### config.mk
export PLATFORM = sky130hd
export DESIGN_NAME = lsu_mem_ctrl
export DESIGN_NICKNAME = d
export VERILOG_FILES = /design/src/rtl/lsu_mem_ctrl_pkg.sv /design/src/rtl/lsu_data_align.sv /design/src/rtl/lsu_mem_ctrl.sv
export SDC_FILE = /design/constraint.sdc
export NUM_CORES = 1
export LEC_CHECK = 0
export ABC_AREA = 1
export BUFFER_PORTS_ARGS = -buffer_cell sky130_fd_sc_hd__buf_2
export CAP_MARGIN = 20
export CORE_MARGIN = 3
export CORE_UTILIZATION = 45
export CTS_BUF_LIST = sky130_fd_sc_hd__clkbuf_2
export DETAILED_ROUTE_END_ITERATION = 8
export GPL_TIMING_DRIVEN = 0
export PLACE_DENSITY_LB_ADDON = 0.12
export SETUP_SLACK_MARGIN = 0.2
export SLEW_MARGIN = 5
export SYNTH_ARGS = -nofsm -noshare
export SYNTH_HDL_FRONTEND = slang
export SYNTH_SLANG_ARGS = --single-unit
### constraint.sdc
create_clock -name clk -period 4.4 [get_ports clk]
set_clock_uncertainty 0.15 [all_clocks]
set_input_delay 0.44 -clock clk [delete_from_list [all_inputs] [get_ports clk]]
set_output_delay 0.44 -clock clk [all_outputs]
set_load 0.02 [all_outputs]
### src/rtl/lsu_mem_ctrl_pkg.sv
// rtl/lsu_mem_ctrl_pkg.sv - shared types, encodings and legality helper for the load/store unit
package lsu_mem_ctrl_pkg;

    typedef logic [6:0]  RV32I_OPCODE_t;
    typedef logic [31:0] RV32I_OPERAND_t;
    typedef logic [2:0]  RV32I_FUNCT3_t;
    typedef logic [3:0]  LSU_BE_t;

    localparam RV32I_OPCODE_t I_LOAD_TYPE = 7'b0000011;
    localparam RV32I_OPCODE_t S_TYPE      = 7'b0100011;

    localparam RV32I_FUNCT3_t F3_LB  = 3'b000;
    localparam RV32I_FUNCT3_t F3_LH  = 3'b001;
    localparam RV32I_FUNCT3_t F3_LW  = 3'b010;
    localparam RV32I_FUNCT3_t F3_LBU = 3'b100;
    localparam RV32I_FUNCT3_t F3_LHU = 3'b101;
    localparam RV32I_FUNCT3_t F3_SB  = 3'b000;
    localparam RV32I_FUNCT3_t F3_SH  = 3'b001;
    localparam RV32I_FUNCT3_t F3_SW  = 3'b010;

    typedef enum logic [2:0] {
        LSU_IDLE,
        LSU_REQ,
        LSU_WAIT_RSP,
        LSU_RESP,
        LSU_ERR
    } lsu_state_t;

    // Store encodings share values with LB/LH/LW, so one case covers both;
    // the unsigned loads are the only codes that depend on direction.
    function automatic logic lsu_access_legal(input logic is_store,
                                              input RV32I_FUNCT3_t f3,
                                              input logic [1:0] addr_lo);
        logic ok;
        ok = 1'b0;
        case (f3)
            F3_LB:   ok = 1'b1;
            F3_LH:   ok = ~addr_lo[0];
            F3_LW:   ok = (addr_lo == 2'b00);
            F3_LBU:  ok = ~is_store;
            F3_LHU:  ok = ~is_store & ~addr_lo[0];
            default: ok = 1'b0;
        endcase
        return ok;
    endfunction

endpackage

### src/rtl/lsu_data_align.sv
// rtl/lsu_data_align.sv - byte enables, store lane replication and load extraction/extension
import lsu_mem_ctrl_pkg::*;

module lsu_data_align (
    input  RV32I_FUNCT3_t  req_funct3,
    input  logic [1:0]     req_addr_lo,
    input  RV32I_OPERAND_t store_data,
    output LSU_BE_t        be,
    output RV32I_OPERAND_t wdata,
    input  RV32I_FUNCT3_t  rsp_funct3,
    input  logic [1:0]     rsp_addr_lo,
    input  RV32I_OPERAND_t rdata,
    output RV32I_OPERAND_t load_data
);

    RV32I_FUNCT3_t  req_size;
    RV32I_OPERAND_t lane;

    // Access size ignores the signedness bit so loads and stores share one decode
    always_comb begin
        req_size = {1'b0, req_funct3[1:0]};
        be       = 4'b0000;
        wdata    = store_data;
        case (req_size)
            F3_SB: begin
                be    = 4'b0001 << req_addr_lo;
                wdata = {4{store_data[7:0]}};
            end
            F3_SH: begin
                be    = 4'b0011 << req_addr_lo;
                wdata = {2{store_data[15:0]}};
            end
            F3_SW: begin
                be    = 4'b1111;
                wdata = store_data;
            end
            default: begin
                be    = 4'b0000;
                wdata = store_data;
            end
        endcase
    end

    // Shift the addressed lane down to bit 0, then extend by access type
    always_comb begin
        lane      = rdata >> {rsp_addr_lo, 3'b000};
        load_data = lane;
        case (rsp_funct3)
            F3_LB:   load_data = {{24{lane[7]}}, lane[7:0]};
            F3_LBU:  load_data = {24'h0, lane[7:0]};
            F3_LH:   load_data = {{16{lane[15]}}, lane[15:0]};
            F3_LHU:  load_data = {16'h0, lane[15:0]};
            default: load_data = lane;
        endcase
    end

endmodule

### src/rtl/lsu_mem_ctrl.sv
// rtl/lsu_mem_ctrl.sv - load/store unit request/grant/response controller with timeout
import lsu_mem_ctrl_pkg::*;

module lsu_mem_ctrl #(
    parameter int unsigned TIMEOUT_CYCLES = 255,
    parameter int          ADDR_W         = 32
) (
    input  logic                clk,
    input  logic                rst_n,
    input  logic                start,
    input  RV32I_OPCODE_t       opcode,
    input  logic [2:0]          funct3,
    input  logic [ADDR_W-1:0]   addr,
    input  logic [31:0]         store_data,
    output logic                stall,
    output logic                done,
    output logic [31:0]         load_data,
    output logic                misaligned,
    output logic                bus_err,
    output logic                mem_req,
    output logic                mem_we,
    output logic [ADDR_W-1:0]   mem_addr,
    output logic [3:0]          mem_be,
    output logic [31:0]         mem_wdata,
    input  logic                mem_gnt,
    input  logic                mem_rvalid,
    input  logic [31:0]         mem_rdata
);

    lsu_state_t     state;
    RV32I_FUNCT3_t  f3_q;
    logic [1:0]     lo_q;
    logic [31:0]    to_cnt;
    LSU_BE_t        be_n;
    RV32I_OPERAND_t wdata_n;
    RV32I_OPERAND_t ld_ext;
    logic           is_ls;
    logic           is_store;
    logic           legal;
    logic           timeout_hit;

    // Request-side lanes come from live inputs, response side from latched access info
    lsu_data_align u_align (
        .req_funct3  (funct3),
        .req_addr_lo (addr[1:0]),
        .store_data  (store_data),
        .be          (be_n),
        .wdata       (wdata_n),
        .rsp_funct3  (f3_q),
        .rsp_addr_lo (lo_q),
        .rdata       (mem_rdata),
        .load_data   (ld_ext)
    );

    // Decode the incoming request and the timeout condition
    always_comb begin
        is_store    = (opcode == S_TYPE);
        is_ls       = (opcode == I_LOAD_TYPE) || is_store;
        legal       = lsu_access_legal(is_store, funct3, addr[1:0]);
        timeout_hit = (TIMEOUT_CYCLES != 0) && (to_cnt == TIMEOUT_CYCLES - 1);
    end

    // Access FSM; all outputs registered, pulses cleared by default every cycle
    always_ff @(posedge clk) begin
        if (!rst_n) begin
            state      <= LSU_IDLE;
            f3_q       <= '0;
            lo_q       <= '0;
            to_cnt     <= '0;
            stall      <= 1'b0;
            done       <= 1'b0;
            load_data  <= '0;
            misaligned <= 1'b0;
            bus_err    <= 1'b0;
            mem_req    <= 1'b0;
            mem_we     <= 1'b0;
            mem_addr   <= '0;
            mem_be     <= '0;
            mem_wdata  <= '0;
        end else begin
            done       <= 1'b0;
            misaligned <= 1'b0;
            bus_err    <= 1'b0;
            case (state)
                LSU_IDLE: begin
                    if (start && is_ls) begin
                        f3_q      <= funct3;
                        lo_q      <= addr[1:0];
                        mem_addr  <= {addr[ADDR_W-1:2], 2'b00};
                        mem_be    <= be_n;
                        mem_wdata <= wdata_n;
                        mem_we    <= is_store;
                        stall     <= 1'b1;
                        if (legal) begin
                            state   <= LSU_REQ;
                            mem_req <= 1'b1;
                            to_cnt  <= '0;
                        end else begin
                            state      <= LSU_ERR;
                            misaligned <= 1'b1;
                        end
                    end
                end
                LSU_REQ: begin
                    if (mem_gnt) begin
                        mem_req <= 1'b0;
                        to_cnt  <= '0;
                        if (mem_we) begin
                            state <= LSU_RESP;
                            done  <= 1'b1;
                        end else begin
                            state <= LSU_WAIT_RSP;
                        end
                    end else if (timeout_hit) begin
                        mem_req <= 1'b0;
                        bus_err <= 1'b1;
                        stall   <= 1'b0;
                        state   <= LSU_IDLE;
                    end else begin
                        to_cnt <= to_cnt + 32'd1;
                    end
                end
                LSU_WAIT_RSP: begin
                    if (mem_rvalid) begin
                        load_data <= ld_ext;
                        done      <= 1'b1;
                        state     <= LSU_RESP;
                    end else if (timeout_hit) begin
                        bus_err <= 1'b1;
                        stall   <= 1'b0;
                        state   <= LSU_IDLE;
                    end else begin
                        to_cnt <= to_cnt + 32'd1;
                    end
                end
                LSU_RESP, LSU_ERR: begin
                    stall <= 1'b0;
                    state <= LSU_IDLE;
                end
                default: begin
                    stall   <= 1'b0;
                    mem_req <= 1'b0;
                    state   <= LSU_IDLE;
                end
            endcase
        end
    end

endmodule
* Yosys cells after proc, flatten, opt, wreduce, memory -nomap -nowiden
Cells that the tools add are included.
Storage, ports and cells: bits in registers 144, bits of input ports 111, output and inout port bits 106, word-level logic and storage cells 94
Cells by class: $add $sub $neg 1, eq/ne operators 21, shift-type cells 3, muxes and demuxes 36, bitwise operators 4, reductions and logical operators 15
Operators with widths (number):
- $mux 32 | 5
- $pmux 32 s4 | 1
- $pmux 32 s3 | 1
- $pmux 32 s2 | 1
- $add 32x1->32 const B | 1
- $eq 32x8->1 const B | 1
- $shr 32x5->32 | 1
- $mux 1 | 16
- $eq 3x3->1 const B | 5
- $mux 3 | 5
- $pmux 4 s3 | 1
- $eq 3x1->1 const B | 3
- $eq 3x2->1 const B | 3
- $logic_not 3->1 | 3
- $pmux 3 s3 | 1
- $ne 2x2->1 const B | 4
- $reduce_and 4->1 | 2
- $eq 7x2->1 const B | 1
- $eq 7x6->1 const B | 1
- $pmux 1 s3 | 2
- $reduce_and 3->1 | 2
- $pmux 1 s5 | 1
- $logic_not 2->1 | 2
- $pmux 1 s2 | 2
- 12 further kinds | 15

* Logic depth before layout (Yosys ltp)
depth after elaboration 7, mapped depth 13, gate-level depth less buffers 13

* By module
From an unflattened synthesis, not the netlist that was laid out.
Unflattened totals: cells, all modules 1178, area, all modules 7707.4 um^2
Modules (own cells, without submodules):
- lsu_mem_ctrl | instances 1, cells an instance 923, area each 6376.1 um^2, seq. area each 2882.8 um^2
- lsu_data_align | instances 1, cells an instance 255, area each 1331.3 um^2, seq. area each 0.0 um^2

* Worst setup path after synthesis
No wires, ideal clock.
path kind input to register, from input port opcode[2], to register to_cnt[7], setup time 0.112 ns, data arrival time 1.485 ns, required time 4.138 ns, setup slack 2.654 ns, stages on the path 11, buffers on the path 1, cells stage by stage inv_1 nand2_1 nor2_1 nand2_1 nand2_2 nand3_2 nor2_4 buf_4 nand3b_1 nor2_1 nor2_1
Between the ends: longest elaborated chain between the ends 6, elaborated cells on any way between the ends 10, those cells by class eq/ne: 4; mux: 1; bitwise: 2; reduce/logical: 3
RTL lines:
- start: declaration | line lsu_mem_ctrl.sv:11 | input RV32I_OPCODE_t opcode,
- $eq 7x6->1 | line lsu_mem_ctrl.sv:57 | is_store = (opcode == S_TYPE);
- $not 1->1 | line lsu_mem_ctrl_pkg.sv:40, lsu_mem_ctrl_pkg.sv:41
- $and 1x1->1 | line lsu_mem_ctrl_pkg.sv:41 | F3_LHU: ok = ~is_store & ~addr_lo[0];
- $pmux 1 s5 | line lsu_mem_ctrl_pkg.sv:36 | case (f3)
- $ne 2x2->1 (no source line)
- $reduce_and 4->1 (no source line) *
- end signal: assignment | line lsu_mem_ctrl.sv:120 | to_cnt <= to_cnt + 32'd1;
- end signal: assignment | line lsu_mem_ctrl.sv:133 | to_cnt <= to_cnt + 32'd1;
- end: declaration | line lsu_mem_ctrl.sv:33 | logic [31:0] to_cnt;
Every way passes the cells marked *; elsewhere a longest branch is shown, timed or not. A chain may end at the register's enable or synchronous reset.

* Worst setup path after layout
from register state[0], to register mem_wdata[26]
Between the ends: longest elaborated chain between the ends 2
RTL lines:
- start: declaration | line lsu_mem_ctrl.sv:30 | lsu_state_t state;
- start signal: assignment | line lsu_mem_ctrl.sv:66 | state <= LSU_IDLE;
- start signal: assignment | line lsu_mem_ctrl.sv:95 | state <= LSU_REQ;
- start signal: assignment | line lsu_mem_ctrl.sv:99 | state <= LSU_ERR;
- $logic_not 3->1 | line lsu_mem_ctrl.sv:84 | case (state)
- $reduce_and 2->1 (no source line)
- end signal: assignment | line lsu_mem_ctrl.sv:91 | mem_wdata <= wdata_n;
- end: declaration | line lsu_mem_ctrl.sv:24 | output logic [31:0] mem_wdata,
Every way passes these cells.

==> results.py <==
metrics = {
    "logic_synthesis": {
        "synth_cell_types": 40,
        "yosys_warnings": 0,
        "syn-cell-area_um2": 7120,
        "ys_seq_area_share_pct": 40.5,
        "syn_inst": 1082,
        "syn_area_per_cell_um2": 6.58,
        "synth-seq-cells": 144,
    },
    "timing": {
        "hold_viol": 0,
        "tns_ns": 0,
        "max_freq_ghz": 0.387,
        "maxSlewViolCount": 0,
        "finalCritPeriodShare_pct": 58.7,
        "finalSetupViolations": 0,
        "slew_headroom_pct": 56.5,
        "max_slew.worst_pin.slew_ns": 0.648,
        "fin_crit_ns": 2.58,
        "rsz0062_at_grt": "no",
    },
    "critical_path": {
        "cp.arrival_ns": 3.11,
        "cp.required_ns": 4.93,
        "path_cells": "or2_4 > nor2_4 > nand2_1 > nor2_2 > buf_2 > nand2_1 > a31oi_1 > dlygate4sd3_1",
        "start_kind": "flip-flop",
        "cp_max_fo": 10,
        "cp_slowest_cell": "dlygate4sd3_1",
        "end_kind": "flip-flop",
        "cp_common_cell": "nand2_1",
        "max_stage_delay_ns": 0.59,
        "worstSetupPathType": "reg2reg",
    },
    "clock_network": {
        "post-cts-setup-buffers": 0,
        "cts_buffer_depth": 2,
        "clk-insertion-delay-late_ns": 0.69,
        "ctsResizeCount": 0,
        "cts-root-buf": "clkbuf_2",
        "holdBufCountCts": 110,
        "clk_pin_slew_worst_paths_ns": 0.24,
        "cts_max_level": 4,
        "cts-buffers-inserted": 17,
        "cts_tree": "yes",
        "cts_sinks": 144,
    },
    "run": {
        "maxCapViolations": 0,
    },
    "global_routing": {
        "first_global_vias": 7940,
        "grt_max_degree": 17,
        "track_usage_pct": 27.1,
        "antenna_found_initial": 1,
        "grt_pass1_wl_um": 38900,
        "grt_overflow_total": 0,
    },
    "routing": {
        "postRouteAntennaNets": 0,
        "top_layer_used": "met4",
        "dr_wl_met3_um": 1820,
        "firstDrtPassIters": 6,
        "routedWlPerCell_um": 14.7,
        "drtIter0Drc": 588,
        "drc": 0,
        "route.vias.total": 8348,
        "wl_met1_um": 10500,
        "dr_wl_met2_um": 11400,
        "vias_per_cell": 5.04,
        "finalWirelength_um": 24400,
    },
    "pwr": {
        "p_leak_uw": 0.00475,
        "irDropWorstVdd_uv": 194,
        "powerDensity_nw_per_um2": 234,
        "total_power_uw": 2290,
    },
    "floorplan": {
        "die_h_um": 132,
        "core_area_um2": 15300,
        "start_util_pct": 46.5,
        "num_io_pins": 217,
        "dieWidth_um": 132,
        "die_area_um2": 17400,
        "num_rows": 45,
    },
    "run_status": {
        "status": "completed",
    },
    "placement": {
        "place_congestion": 0.918,
        "port_buffers": 214,
        "hpwl_um": 17300,
        "placed_cells": 1508,
    },
    "cells_and_area": {
        "areaGrowthSynthToFinish_pct": 37.7,
        "fin_cells": 1655,
        "num-nets-final": 1542,
        "drive_gt1_share_pct": 21.0,
    },
    "worst_hold_path": {
        "hold_path.class": "in2reg",
    },
}
## per-stage QoR
stage / util, % / setup WS, ns / area [um2] / hold WS [ns]
after global routing: 64.0 / 1.64 / 9800 / 0.00187
after global placement: 55.2 / 2.12 / 8460 / 0.298
after detailed placement: 55.2 / 2.12 / 8460 / 0.303
after CTS: 63.7 / 1.93 / 9760 / 0.000423
after floorplan: - / 2.65 / 7120 / 0.291
final: 64.0 / 1.82 / 9800 / 0.0684
## state kept, by name, summed over array words and instances, names as in the netlist, 2 cells and up
register / count
to_cnt: 32
mem_be: 4
lo_q: 2
state: 3
mem_wdata: 32
mem_addr: 30
f3_q: 3
load_data: 32
## layout make-up
class | instances | area (um2)
Fill cell | 1430 | 5520
Sequential cell | 144 | 2880
Antenna cell | 2 | 5.00
Clock buffer | 18 | 90.1
Tap cell | 211 | 264
Timing Repair Buffer | 327 | 2200
Buffer | 52 | 254
Inverter | 114 | 428
Clock inverter | 14 | 116
Multi-Input combinational cell | 773 | 3560
## cells in the final DEF, fill, tap and decap left out, types with 2 or more instances in the layout
master         instances
buf_2                233
nor2_4                 5
o211ai_1               8
clkbuf_2              19
nand3b_1               3
nor2_2                 3
mux2i_1                7
clkinv_4               3
dlygate4sd3_1        113
a211oi_1              10
clkbuf_1              23
o21ai_0               97
a21oi_1               53
nor2_1               222
o21bai_1               3
nand2_1              238
buf_4                  7
o221a_2                7
inv_1                107
dfxtp_1              144
inv_2                  6
nand4_1                9
clkinv_2               3
diode_2                2
conb_1                 2
nand2_2                4
a31oi_1               16
ha_1                   2
nor4_1                 3
nor3_1                12
inv_6                  3
nand3_1               59
clkinv_1               4
## power breakdown
group / total [uW] / switching [uW] / leakage (uW) / internal (uW)
combinational: 266 / 136 / 0.00346 / 129
clock: 709 / 503 / 0.000131 / 205
sequential: 1320 / 4.37 / 0.00116 / 1310
## final timing paths
| path | startpoint | end | slack [ns] | depth (start not counted) |
|---|---|---|---|---|
| worst max register to register | state[0] | mem_wdata[26] | 1.82 | 8 |
| worst max-delay path | state[0] | mem_wdata[26] | 1.82 | 8 |
| worst min register to register | stall | stall | 0.33 | 2 |
| worst min-delay path | mem_rdata[0] | load_data[0] | 0.07 | 4 |
## layer usage
layer / track usage [%] / vias to the layer above
met4: 9.57 / 0
met3: 7.10 / 62
li1: - / 4176
met1: 34.4 / 3755
met2: 44.8 / 355
met5: 0 / -
## cell families (layout without fill, tap and decap cells)
logic type	Yosys count	in the layout	share of synthesized area, %
compound gates	199	199	15.8
fa+ha+maj	2	2	0.352
buf+inv	166	525	9.58
flops	144	144	40.5
mux	7	7	0.985
other cells	1	4	0.0527
simple gates	563	563	32.7
## Yosys cell counts, drive strengths merged
cell	n	area [um2]
nand2	243	930
nor2	230	908
dfxtp	144	2880
inv	113	424
o21ai	98	494
nand3	60	305
a21oi	54	274
buf	28	163
clkbuf	24	91.3
a31oi	16	100
nor3	13	70.1
a211oi	10	75.1
nand4	9	56.3
o211ai	8	60.1
mux2i	7	70.1
o221a	7	78.8
nand3b	3	22.5
nor4	3	18.8
o21bai	3	22.5
ha	2	25.0
a21o	1	7.51
a31o	1	8.76
and2	1	6.26
clkinv	1	3.75
conb	1	3.75
o22ai	1	6.26
or2	1	8.76
## worst max-delay path: cells and delay by family (launching register included)
family                 cells  cell delay, ns
AO/OA/AOI/OAI              1            0.18
buffers and inverters      2            0.88
flip-flops                 1            0.40
AND/OR/NAND/NOR            5            0.97
Note: power is estimated with default switching activity, not from simulation.
